==> src/rtl/display_scan_pkg.sv <==
`default_nettype none
// +--------------------------------------------------------------------------+
// | Module   : display_scan_pkg                                              |
// | Purpose  : Shared constants and types for the 7-segment scan controller. |
// |            Segment patterns are 7-bit {g,f,e,d,c,b,a}, active-high.      |
// |            No ports (package).                                           |
// | Revision : 1.0  initial release                                          |
// +--------------------------------------------------------------------------+
package display_scan_pkg;

    localparam int DEFAULT_REFRESH_DIV = 1000;

    localparam logic [6:0] SEG_HEX_0 = 7'h3F;  // abcdef
    localparam logic [6:0] SEG_HEX_1 = 7'h06;  // bc
    localparam logic [6:0] SEG_HEX_2 = 7'h5B;  // abdeg
    localparam logic [6:0] SEG_HEX_3 = 7'h4F;  // abcdg
    localparam logic [6:0] SEG_HEX_4 = 7'h66;  // bcfg
    localparam logic [6:0] SEG_HEX_5 = 7'h6D;  // acdfg
    localparam logic [6:0] SEG_HEX_6 = 7'h7D;  // acdefg
    localparam logic [6:0] SEG_HEX_7 = 7'h07;  // abc
    localparam logic [6:0] SEG_HEX_8 = 7'h7F;  // abcdefg
    localparam logic [6:0] SEG_HEX_9 = 7'h6F;  // abcdfg
    localparam logic [6:0] SEG_HEX_A = 7'h77;  // abcefg
    localparam logic [6:0] SEG_HEX_B = 7'h7C;  // cdefg
    localparam logic [6:0] SEG_HEX_C = 7'h39;  // adef
    localparam logic [6:0] SEG_HEX_D = 7'h5E;  // bcdeg
    localparam logic [6:0] SEG_HEX_E = 7'h79;  // adefg
    localparam logic [6:0] SEG_HEX_F = 7'h71;  // aefg

    // Load FSM state encoding
    typedef logic [0:0] load_state_t;
    localparam load_state_t ST_EMPTY   = 1'b0;
    localparam load_state_t ST_PENDING = 1'b1;

endpackage
`default_nettype wire

==> src/rtl/hex_to_7seg.sv <==
`default_nettype none
// +--------------------------------------------------------------------------+
// | Module   : hex_to_7seg                                                   |
// | Purpose  : Combinational 4-bit hex to 7-segment decoder.                 |
// | Ports    : i_nibble [3:0]  hex digit 0..F                                |
// |            o_seg    [6:0]  active-high pattern {g,f,e,d,c,b,a}           |
// | Revision : 1.0  initial release                                          |
// +--------------------------------------------------------------------------+
module hex_to_7seg
    import display_scan_pkg::*;
(
    input  logic [3:0] i_nibble,
    output logic [6:0] o_seg
);

    always_comb begin
        o_seg = SEG_HEX_0;
        case (i_nibble)
            4'h0: o_seg = SEG_HEX_0;
            4'h1: o_seg = SEG_HEX_1;
            4'h2: o_seg = SEG_HEX_2;
            4'h3: o_seg = SEG_HEX_3;
            4'h4: o_seg = SEG_HEX_4;
            4'h5: o_seg = SEG_HEX_5;
            4'h6: o_seg = SEG_HEX_6;
            4'h7: o_seg = SEG_HEX_7;
            4'h8: o_seg = SEG_HEX_8;
            4'h9: o_seg = SEG_HEX_9;
            4'hA: o_seg = SEG_HEX_A;
            4'hB: o_seg = SEG_HEX_B;
            4'hC: o_seg = SEG_HEX_C;
            4'hD: o_seg = SEG_HEX_D;
            4'hE: o_seg = SEG_HEX_E;
            4'hF: o_seg = SEG_HEX_F;
        endcase
    end

endmodule
`default_nettype wire

==> src/rtl/display_scan_ctrl.sv <==
`default_nettype none
// +--------------------------------------------------------------------------+
// | Module   : display_scan_ctrl                                             |
// | Purpose  : Time-multiplexed scan controller for NUM_DIGITS 7-segment     |
// |            digits sharing one hex decoder. New values arrive on a        |
// |            valid/ready port and are committed only at frame boundaries.  |
// | Ports    : clk, rst (sync, active-high)                                  |
// |            load_valid/load_ready handshake, load_value (nibble per       |
// |            digit, digit 0 in [3:0]), load_dp (dp bit per digit)          |
// |            blank       force all segments off                            |
// |            seg_a..seg_g, seg_dp   registered segment drives              |
// |            digit_en    registered one-hot digit select                   |
// |            frame_start pulse when digit 0 becomes active                 |
// | Options  : DISPLAY_SCAN_LZB_EN enables leading-zero blanking.            |
// | Revision : 1.0  initial release                                          |
// +--------------------------------------------------------------------------+
module display_scan_ctrl
    import display_scan_pkg::*;
#(
    parameter int NUM_DIGITS  = 4,
    parameter int REFRESH_DIV = DEFAULT_REFRESH_DIV,
    parameter int DIV_W       = 10
) (
    input  logic                    clk,
    input  logic                    rst,
    input  logic                    load_valid,
    input  logic [4*NUM_DIGITS-1:0] load_value,
    input  logic [NUM_DIGITS-1:0]   load_dp,
    output logic                    load_ready,
    input  logic                    blank,
    output logic                    seg_a,
    output logic                    seg_b,
    output logic                    seg_c,
    output logic                    seg_d,
    output logic                    seg_e,
    output logic                    seg_f,
    output logic                    seg_g,
    output logic                    seg_dp,
    output logic [NUM_DIGITS-1:0]   digit_en,
    output logic                    frame_start
);

    localparam int IDX_W = (NUM_DIGITS > 1) ? $clog2(NUM_DIGITS) : 1;
    localparam logic [DIV_W-1:0] c_presc_last = DIV_W'(REFRESH_DIV - 1);
    localparam logic [IDX_W-1:0] c_idx_last   = IDX_W'(NUM_DIGITS - 1);

    logic [DIV_W-1:0]        r_presc;
    logic [IDX_W-1:0]        r_idx;
    logic [4*NUM_DIGITS-1:0] r_active_val, r_shadow_val;
    logic [NUM_DIGITS-1:0]   r_active_dp, r_shadow_dp;
    load_state_t             r_state, w_state_next;
    logic [NUM_DIGITS-1:0]   r_digit_en, w_onehot;
    logic [7:0]              r_seg, w_seg_next;   // {dp,g,f,e,d,c,b,a}
    logic                    r_frame_start;

    logic                    w_tick, w_boundary, w_capture, w_commit;
    logic [IDX_W-1:0]        w_idx_next, w_idx_sel;
    logic [4*NUM_DIGITS-1:0] w_val_sel;
    logic [NUM_DIGITS-1:0]   w_dp_sel;
    logic [3:0]              w_nibble;
    logic                    w_dp_bit;
    logic [6:0]              w_pattern;

    assign w_tick     = (r_presc == c_presc_last);
    assign w_boundary = w_tick && (r_idx == c_idx_last);
    assign w_idx_next = w_boundary ? '0 : r_idx + IDX_W'(1);

    // The output registers load the pattern for the digit that becomes active
    // on this edge; on a committing boundary that is the freshly committed data,
    // so the new frame starts cleanly with new values on digit 0.
    assign w_idx_sel = w_tick ? w_idx_next : r_idx;
    assign w_val_sel = w_commit ? r_shadow_val : r_active_val;
    assign w_dp_sel  = w_commit ? r_shadow_dp  : r_active_dp;

    always_comb begin
        w_nibble = 4'h0;
        w_dp_bit = 1'b0;
        w_onehot = '0;
        for (int i = 0; i < NUM_DIGITS; i++) begin
            w_onehot[i] = (w_idx_next == IDX_W'(i));
            if (w_idx_sel == IDX_W'(i)) begin
                w_nibble = w_val_sel[4*i +: 4];
                w_dp_bit = w_dp_sel[i];
            end
        end
    end

    hex_to_7seg u_hex_to_7seg (
        .i_nibble (w_nibble),
        .o_seg    (w_pattern)
    );

`ifdef DISPLAY_SCAN_LZB_EN
    // w_lz[i] is set when nibble i and every nibble above it are zero.
    logic [NUM_DIGITS-1:0] w_lz;
    logic                  w_dark;

    always_comb begin
        w_lz = '0;
        for (int i = NUM_DIGITS - 1; i >= 0; i--) begin
            if (i == NUM_DIGITS - 1)
                w_lz[i] = (w_val_sel[4*i +: 4] == 4'h0);
            else
                w_lz[i] = (w_val_sel[4*i +: 4] == 4'h0) && w_lz[i+1];
        end
    end

    // Digit 0 is never darkened so an all-zero value still reads "0".
    always_comb begin
        w_dark = 1'b0;
        for (int i = 1; i < NUM_DIGITS; i++) begin
            if (w_idx_sel == IDX_W'(i))
                w_dark = w_lz[i];
        end
    end

    assign w_seg_next = w_dark ? 8'h00 : {w_dp_bit, w_pattern};
`else
    assign w_seg_next = {w_dp_bit, w_pattern};
`endif

    // Load FSM: state register
    always_ff @(posedge clk) begin
        if (rst)
            r_state <= ST_EMPTY;
        else
            r_state <= w_state_next;
    end

    // Load FSM: next state and handshake outputs
    always_comb begin
        w_state_next = r_state;
        load_ready   = 1'b0;
        w_capture    = 1'b0;
        w_commit     = 1'b0;
        case (r_state)
            ST_EMPTY: begin
                load_ready = 1'b1;
                if (load_valid) begin
                    w_capture    = 1'b1;
                    w_state_next = ST_PENDING;
                end
            end
            ST_PENDING: begin
                if (w_boundary) begin
                    w_commit     = 1'b1;
                    w_state_next = ST_EMPTY;
                end
            end
            default: w_state_next = ST_EMPTY;
        endcase
    end

    always_ff @(posedge clk) begin
        if (rst) begin
            r_presc       <= '0;
            r_idx         <= '0;
            r_active_val  <= '0;
            r_active_dp   <= '0;
            r_shadow_val  <= '0;
            r_shadow_dp   <= '0;
            r_digit_en    <= '0;
            r_seg         <= '0;
            r_frame_start <= 1'b0;
        end else begin
            r_presc       <= w_tick ? '0 : r_presc + DIV_W'(1);
            r_frame_start <= w_boundary;
            if (w_tick) begin
                r_idx      <= w_idx_next;
                r_digit_en <= w_onehot;
            end
            if (w_capture) begin
                r_shadow_val <= load_value;
                r_shadow_dp  <= load_dp;
            end
            if (w_commit) begin
                r_active_val <= r_shadow_val;
                r_active_dp  <= r_shadow_dp;
            end
            // Segments stay dark until the first digit is enabled; after that
            // they refresh every cycle so blank acts with one cycle of latency.
            if (w_tick || (|r_digit_en))
                r_seg <= blank ? 8'h00 : w_seg_next;
        end
    end

    assign {seg_dp, seg_g, seg_f, seg_e, seg_d, seg_c, seg_b, seg_a} = r_seg;
    assign digit_en    = r_digit_en;
    assign frame_start = r_frame_start;

endmodule
`default_nettype wire
==> config.mk <==
export PLATFORM = sky130hd
export DESIGN_NAME = display_scan_ctrl
export DESIGN_NICKNAME = d
export VERILOG_FILES = /design/src/rtl/display_scan_pkg.sv /design/src/rtl/hex_to_7seg.sv /design/src/rtl/display_scan_ctrl.sv
export SDC_FILE = /design/constraint.sdc
export NUM_CORES = 1
export LEC_CHECK = 0
export ABC_AREA = 1
export BUFFER_PORTS_ARGS = -buffer_cell sky130_fd_sc_hd__buf_2
export CORE_MARGIN = 4
export CORE_UTILIZATION = 50
export CTS_CLUSTER_SIZE = 30
export DETAILED_ROUTE_END_ITERATION = 7
export PLACE_DENSITY_LB_ADDON = 0.12
export SYNTH_ARGS = -nofsm -noshare
export SYNTH_HDL_FRONTEND = slang
export SYNTH_SLANG_ARGS = --single-unit
==> constraint.sdc <==
create_clock -name clk -period 7.2 [get_ports clk]
set_input_delay 0.36 -clock clk [delete_from_list [all_inputs] [get_ports clk]]
set_output_delay 0.36 -clock clk [all_outputs]
set_load 0.005 [all_outputs]
== Word-level counts from Yosys, hierarchy flattened ==
Memories as Yosys holds them, arrays and structs flattened.
Cells that the tools add are included.
Cells by class
  add/sub/neg operators: 2
  equality and inequality tests: 8
  multiplexer cells: 20
  bitwise operators: 1
  reductions and logical operators: 6
Operators with widths (count)
  $mux 4: 5
  $mux 16: 1
  $add 10x1->10 const B: 1
  $eq 10x10->1 const B: 1
  $eq 2x2->1 const B: 5
  $mux 1: 10
  $mux 8: 1
  $eq 2x1->1 const B: 2
  $logic_not 2->1: 2
  $mux 2: 2
  $reduce_or 4->1: 1
  $add 2x1->2 const B: 1
  $pmux 1 s2: 1
  $reduce_or 2->1: 1
  $logic_and 1x1->1: 1
  $logic_or 1x1->1: 1
  $not 1->1: 1
Word-level totals
  register bits after elaboration: 66
  ROM bits: 112
  input bits: 24
  output and inout port bits: 14
  word-level logic and storage cells: 48
  memories: 1
Memories
  (name not given): depth 16, bits a word 7, read ports 1, clocked after memory_dff 0, write ports 0, line hex_to_7seg.sv:18  | case (i_nibble)

== Logic depth before layout (Yosys ltp) ==
An unclocked memory read counts as a cell.
  depth in word-level cells: 11
  depth in mapped cells: 19
  gate-level depth less buffers: 19

== Hierarchy ==
Synthesis repeated with hierarchy kept, for this count alone.
Second synthesis, totals
  cells, all modules: 428
  area total of the unflattened synthesis: 3105.5 um^2
By module, submodules not included
  display_scan_ctrl: times used 1, cells an instance 376, area an instance 2829.0 um^2, sequential area each 1321.3 um^2
  hex_to_7seg: times used 1, cells an instance 52, area an instance 276.5 um^2, sequential area each 0.0 um^2

== Worst setup path before layout ==
No wires, ideal clock.
  path kind: register to register
  from: register r_presc[0]
  to: register r_seg[1]
  arrival time: 2.201 ns
  setup slack: 4.932 ns
  cell stages (with the launch flop): 17
  path buffers: 1
  path through: dfxtp_1 -> ha_1 -> nand2_2 -> nor2_8 -> nand4_4 -> buf_6 -> nand2_1 -> nand2_1 -> nand2_1 -> nand3_1 -> nor2_1 -> ha_1 -> inv_1 -> nor2_1 -> a21oi_1 -> nand2_1 -> a21oi_2
Between the ends
  word-level cells in the longest chain between the ends: 11
  elaborated cells on any way between the ends: 18
Ends and longest elaborated chain
  start: declaration: line display_scan_ctrl.sv:47  | logic [DIV_W-1:0] r_presc;
  start signal: assignment: line display_scan_ctrl.sv:166  | r_presc <= w_tick ? '0 : r_presc + DIV_W'(1);
  $eq 10x10->1 *: line display_scan_ctrl.sv:64  | assign w_tick = (r_presc == c_presc_last);
  $logic_and 1x1->1: line display_scan_ctrl.sv:65  | assign w_boundary = w_tick && (r_idx == c_idx_last);
  $mux 1 / $mux 2 (equally long branches): line display_scan_ctrl.sv:145, display_scan_ctrl.sv:66
  $mux 1 / $mux 2 (equally long branches)
  $mux 16 / $logic_not 2->1 (equally long branches)
  $mux 4 (4 in a row): line display_scan_ctrl.sv:81  | if (w_idx_sel == IDX_W'(i)) begin
  $mem_v2 16x7
  $mux 8: line display_scan_ctrl.sv:183  | r_seg <= blank ? 8'h00 : w_seg_next;
  end signal: assignment: line display_scan_ctrl.sv:183
  end: declaration: line display_scan_ctrl.sv:53  | logic [7:0] r_seg, w_seg_next;
Mark *: on every way between the ends. The rest lies on a longest branch, timed or not.
A chain may end at the register's enable or synchronous reset.

== Final worst setup path ==
  from: register r_presc[0]
  to: register r_seg[0]
The elaborated chain is that of the path after synthesis.

==> impl_results.md <==
* Synth area leader: dfxtp_1
* Synth unique cells at 37
* Largest net degree at the start of global routing at 33
* Post-synth EDFFs at 0
* Status: complete, no violations
* Max Slew Vio Count at 0
* Root Buffer: clkbuf_8
* RR Startpoint: r_presc[0]
* Residual DRC at 0
* Post-route minimum period at roughly 2700 ps
* Layout area overhead at 13.8%
* R2r endpoint: r_seg[0]
* WL/cell at 11.9 µm
* Num ports at 38
* Main synth FF type: dfxtp_1
* Setup_tns at 0 ps
* Initial core utilization at 0.515
* Most common cell type on the critical path: nand2_1
* Slew @ Worst Pin at about 670 ps
* CTS tree: built
* Synth cell count leaders: nand2_1 (91), nor2_1 (69), dfxtp_1 (66)
* Design Area, Final at 3740 µm²
* Critical Path RT at 7410 ps
* Clk Latency, worst-skew pair at 340 ps
* Critical path's slowest cell: dfxtp_1
* CTS resizes at 0
* Routability cong. at 0.844
* Max-slew headroom at 0.555
* # rows at 29
* Final hold vios at 0
* CP Capture Type: flop
* Initial antenna violation count at 0
* Layout cells sized above 1 at 0.227
* Port bufs at 37
* Die width at between 80 and 90 µm
* Setup crit start kind: flop
* Post-detailed-placement half-perimeter wirelength at between 4 and 5 mm
* Overall Global Routing Usage at 0.183
* Final std cells w/o fill at 553
* Largest stage delay, worst path at 330 ps
* Synth area leaders: dfxtp_1 (40%), nand2_1 (10%), nor2_1 (7.9%)
* GR Overflow Total at 0
* Die Ht at 89.1 µm
* Reg2reg path depth at 16
* Mapped Cells at ~430
* Worst setup path end: r_seg[0]
* Post-synth top area share at 0.402
* H-tree lvl count at 3
* Unrepaired setup endpoints after global routing: false
* Final hold slack at 261 ps
* # clock sinks at 66
* Worst Setup Slack, final at around 4500 ps
* Max Cap Viol at 0
* Via count at between 2k and 3k
* Place WS at around 4500 ps
* Fillcell total at between 600 and 700
* ANT nets after route at 0
* Syn Area/Cell at 7.60 µm²
* CP Data Arrival Time at roughly 2900 ps
* Max Clock Skew at approximately 8.4 ps
* Crit-path cells: ha_1 > nand2_2 > nor2_8 > nand4_4 > clkinv_1 > nand2_1 > nand2_1 > nand2_1 > nand3_1 > nor2_1 > ha_1 > nand3_1 > nand3_1 > nand2_1 > nand2_1 > a21oi_2
* Initial DRC Count at 67
* Ys async rst share at 0
* Final period util at 0.370
* Placed Cells at about 540
* VDD IR max at roughly 0.15 mV
* Fmax at approximately 0.37 GHz
* Placed Area at roughly 3500 µm²
* Endpoints failing setup at 0
* Worst hold path type: in -> reg
* Lkg Pwr at 1.72 nW
* Vias in the first global route at approximately 2.5k
* Count leader, synth: nand2_1
* Ys Warns at 0
* Clock transition at the registers of the reported paths at about 80 ps
* Netlist Area Pre-Place at 3290 µm²
* Hold Buf Count CTS at 0
* N_diodes at 0
* FF-to-FF setup slack at 4530 ps
* CP max FO at 18
* Vias/cell at 4.92
* Sequential share of the synthesized area at 0.402
* First-pass GRT wire length at 11.3 mm
* Yosys reg bits at 66
* Die area at just under 8000 µm²
* Final Net Count at 507
* PwrDens at 205 nW/µm²
* Worst Setup SP: r_presc[0]
* Post-Route WL at between 6 and 7 mm
* Number of buffers created by CTS at 9
* Longest Clk Path Bufs at 2
* Synthesized net count at between 400 and 500
* Post CTS Setup Buffer Count at 0
* Crit Path Category: reg -> reg
* Core area at 6390 µm²
* First-pass DRT Iterations at 4
==> placed cells by master (no fill, tap or decap), types with 3 or more instances in the layout <==
master and count:
nand3_2 3, a21oi_2 4, nand2_2 12, ha_1 12, nand2_1 91, nor2_8 3
nor2_2 6, buf_2 37, clkbuf_8 9, dfxtp_1 66, nor3_1 4, inv_2 5
nand2_4 8, nor3b_1 3, nand3_1 20, nand4_1 6, nor2_1 69, o21ai_0 28
a21oi_1 23, inv_1 33, inv_4 5, o21ai_1 4
==> per-stage QoR <==
step | total power (W) | util
after global placement | 0.000422 | 0.551
after detailed placement | 0.000423 | 0.551
final | 0.000767 | 0.586
after global routing | 0.000801 | 0.586
after floorplan | 0.000411 | -
after CTS | 0.000775 | 0.586
==> metal layers <==
layer  global-route usage  vias up  part of all wire
met4               0.0690        0             0.015
met1                0.252     1193              0.52
met5                    0        -                 0
met2                0.278       62              0.41
met3               0.0415       10             0.050
li1                     -     1455                 -
==> cell families after synthesis <==
group / share of synthesized area
and+or+nand+nor: 0.372
adders and majority gates: 0.0456
xor gates and xnor gates: 0.00266
DFF: 0.402
AOI/OAI and AO/OA: 0.101
muxes: 0.00609
buffers and inverters: 0.0708
==> power by group <==
part / leakage, nW / total [W] / internal [W] / switching [W]
combinational: 1.08 / 0.0000318 / 0.0000124 / 0.0000195
sequential: 0.537 / 0.000383 / 0.000375 / 0.00000755
clock: 0.106 / 0.000352 / 0.000198 / 0.000154
==> final cells by class <==
cell class	count	area, µm²	area share
Inverter	45	181	0.0484
Sequential cell	66	1320	0.353
Timing Repair Buffer	37	185	0.0494
Clock buffer	9	124	0.0331
Tap cell	77	96.3	0.0257
Multi-Input combinational cell	312	1740	0.463
Clock inverter	7	101	0.0271
==> worst min path at each step <==
stage	from	end	slack (ps)	depth (start not counted)
2_1_floorplan	r_presc[0]	r_presc[0]	420	1
3_3_place_gp	r_presc[0]	r_presc[0]	430	1
3_5_place_dp	r_presc[0]	r_presc[0]	440	1
4_1_cts	load_value[3]	r_shadow_val[3]	250	3
5_1_grt	load_value[12]	r_shadow_val[12]	270	3
6_report	load_value[13]	r_shadow_val[13]	260	3
==> registers in the layout (all words and copies together), names as in the netlist <==
name          count
r_seg             8
r_idx             2
frame_start       1
r_active_dp       4
r_presc          10
digit_en          4
r_shadow_val     16
r_state           1
r_active_val     16
r_shadow_dp       4
==> worst max-delay path: cells and delay by family (launching register included) <==
family                   cells  cell delay, ps
AO/OA/AOI/OAI                1              50
adder cells (fa/ha/maj)      2             500
buffers and inverters        1             290
flip-flops                   1             330
AND/OR/NAND/NOR             12            1360
No activity file was read; power rests on OpenSTA's default activity.
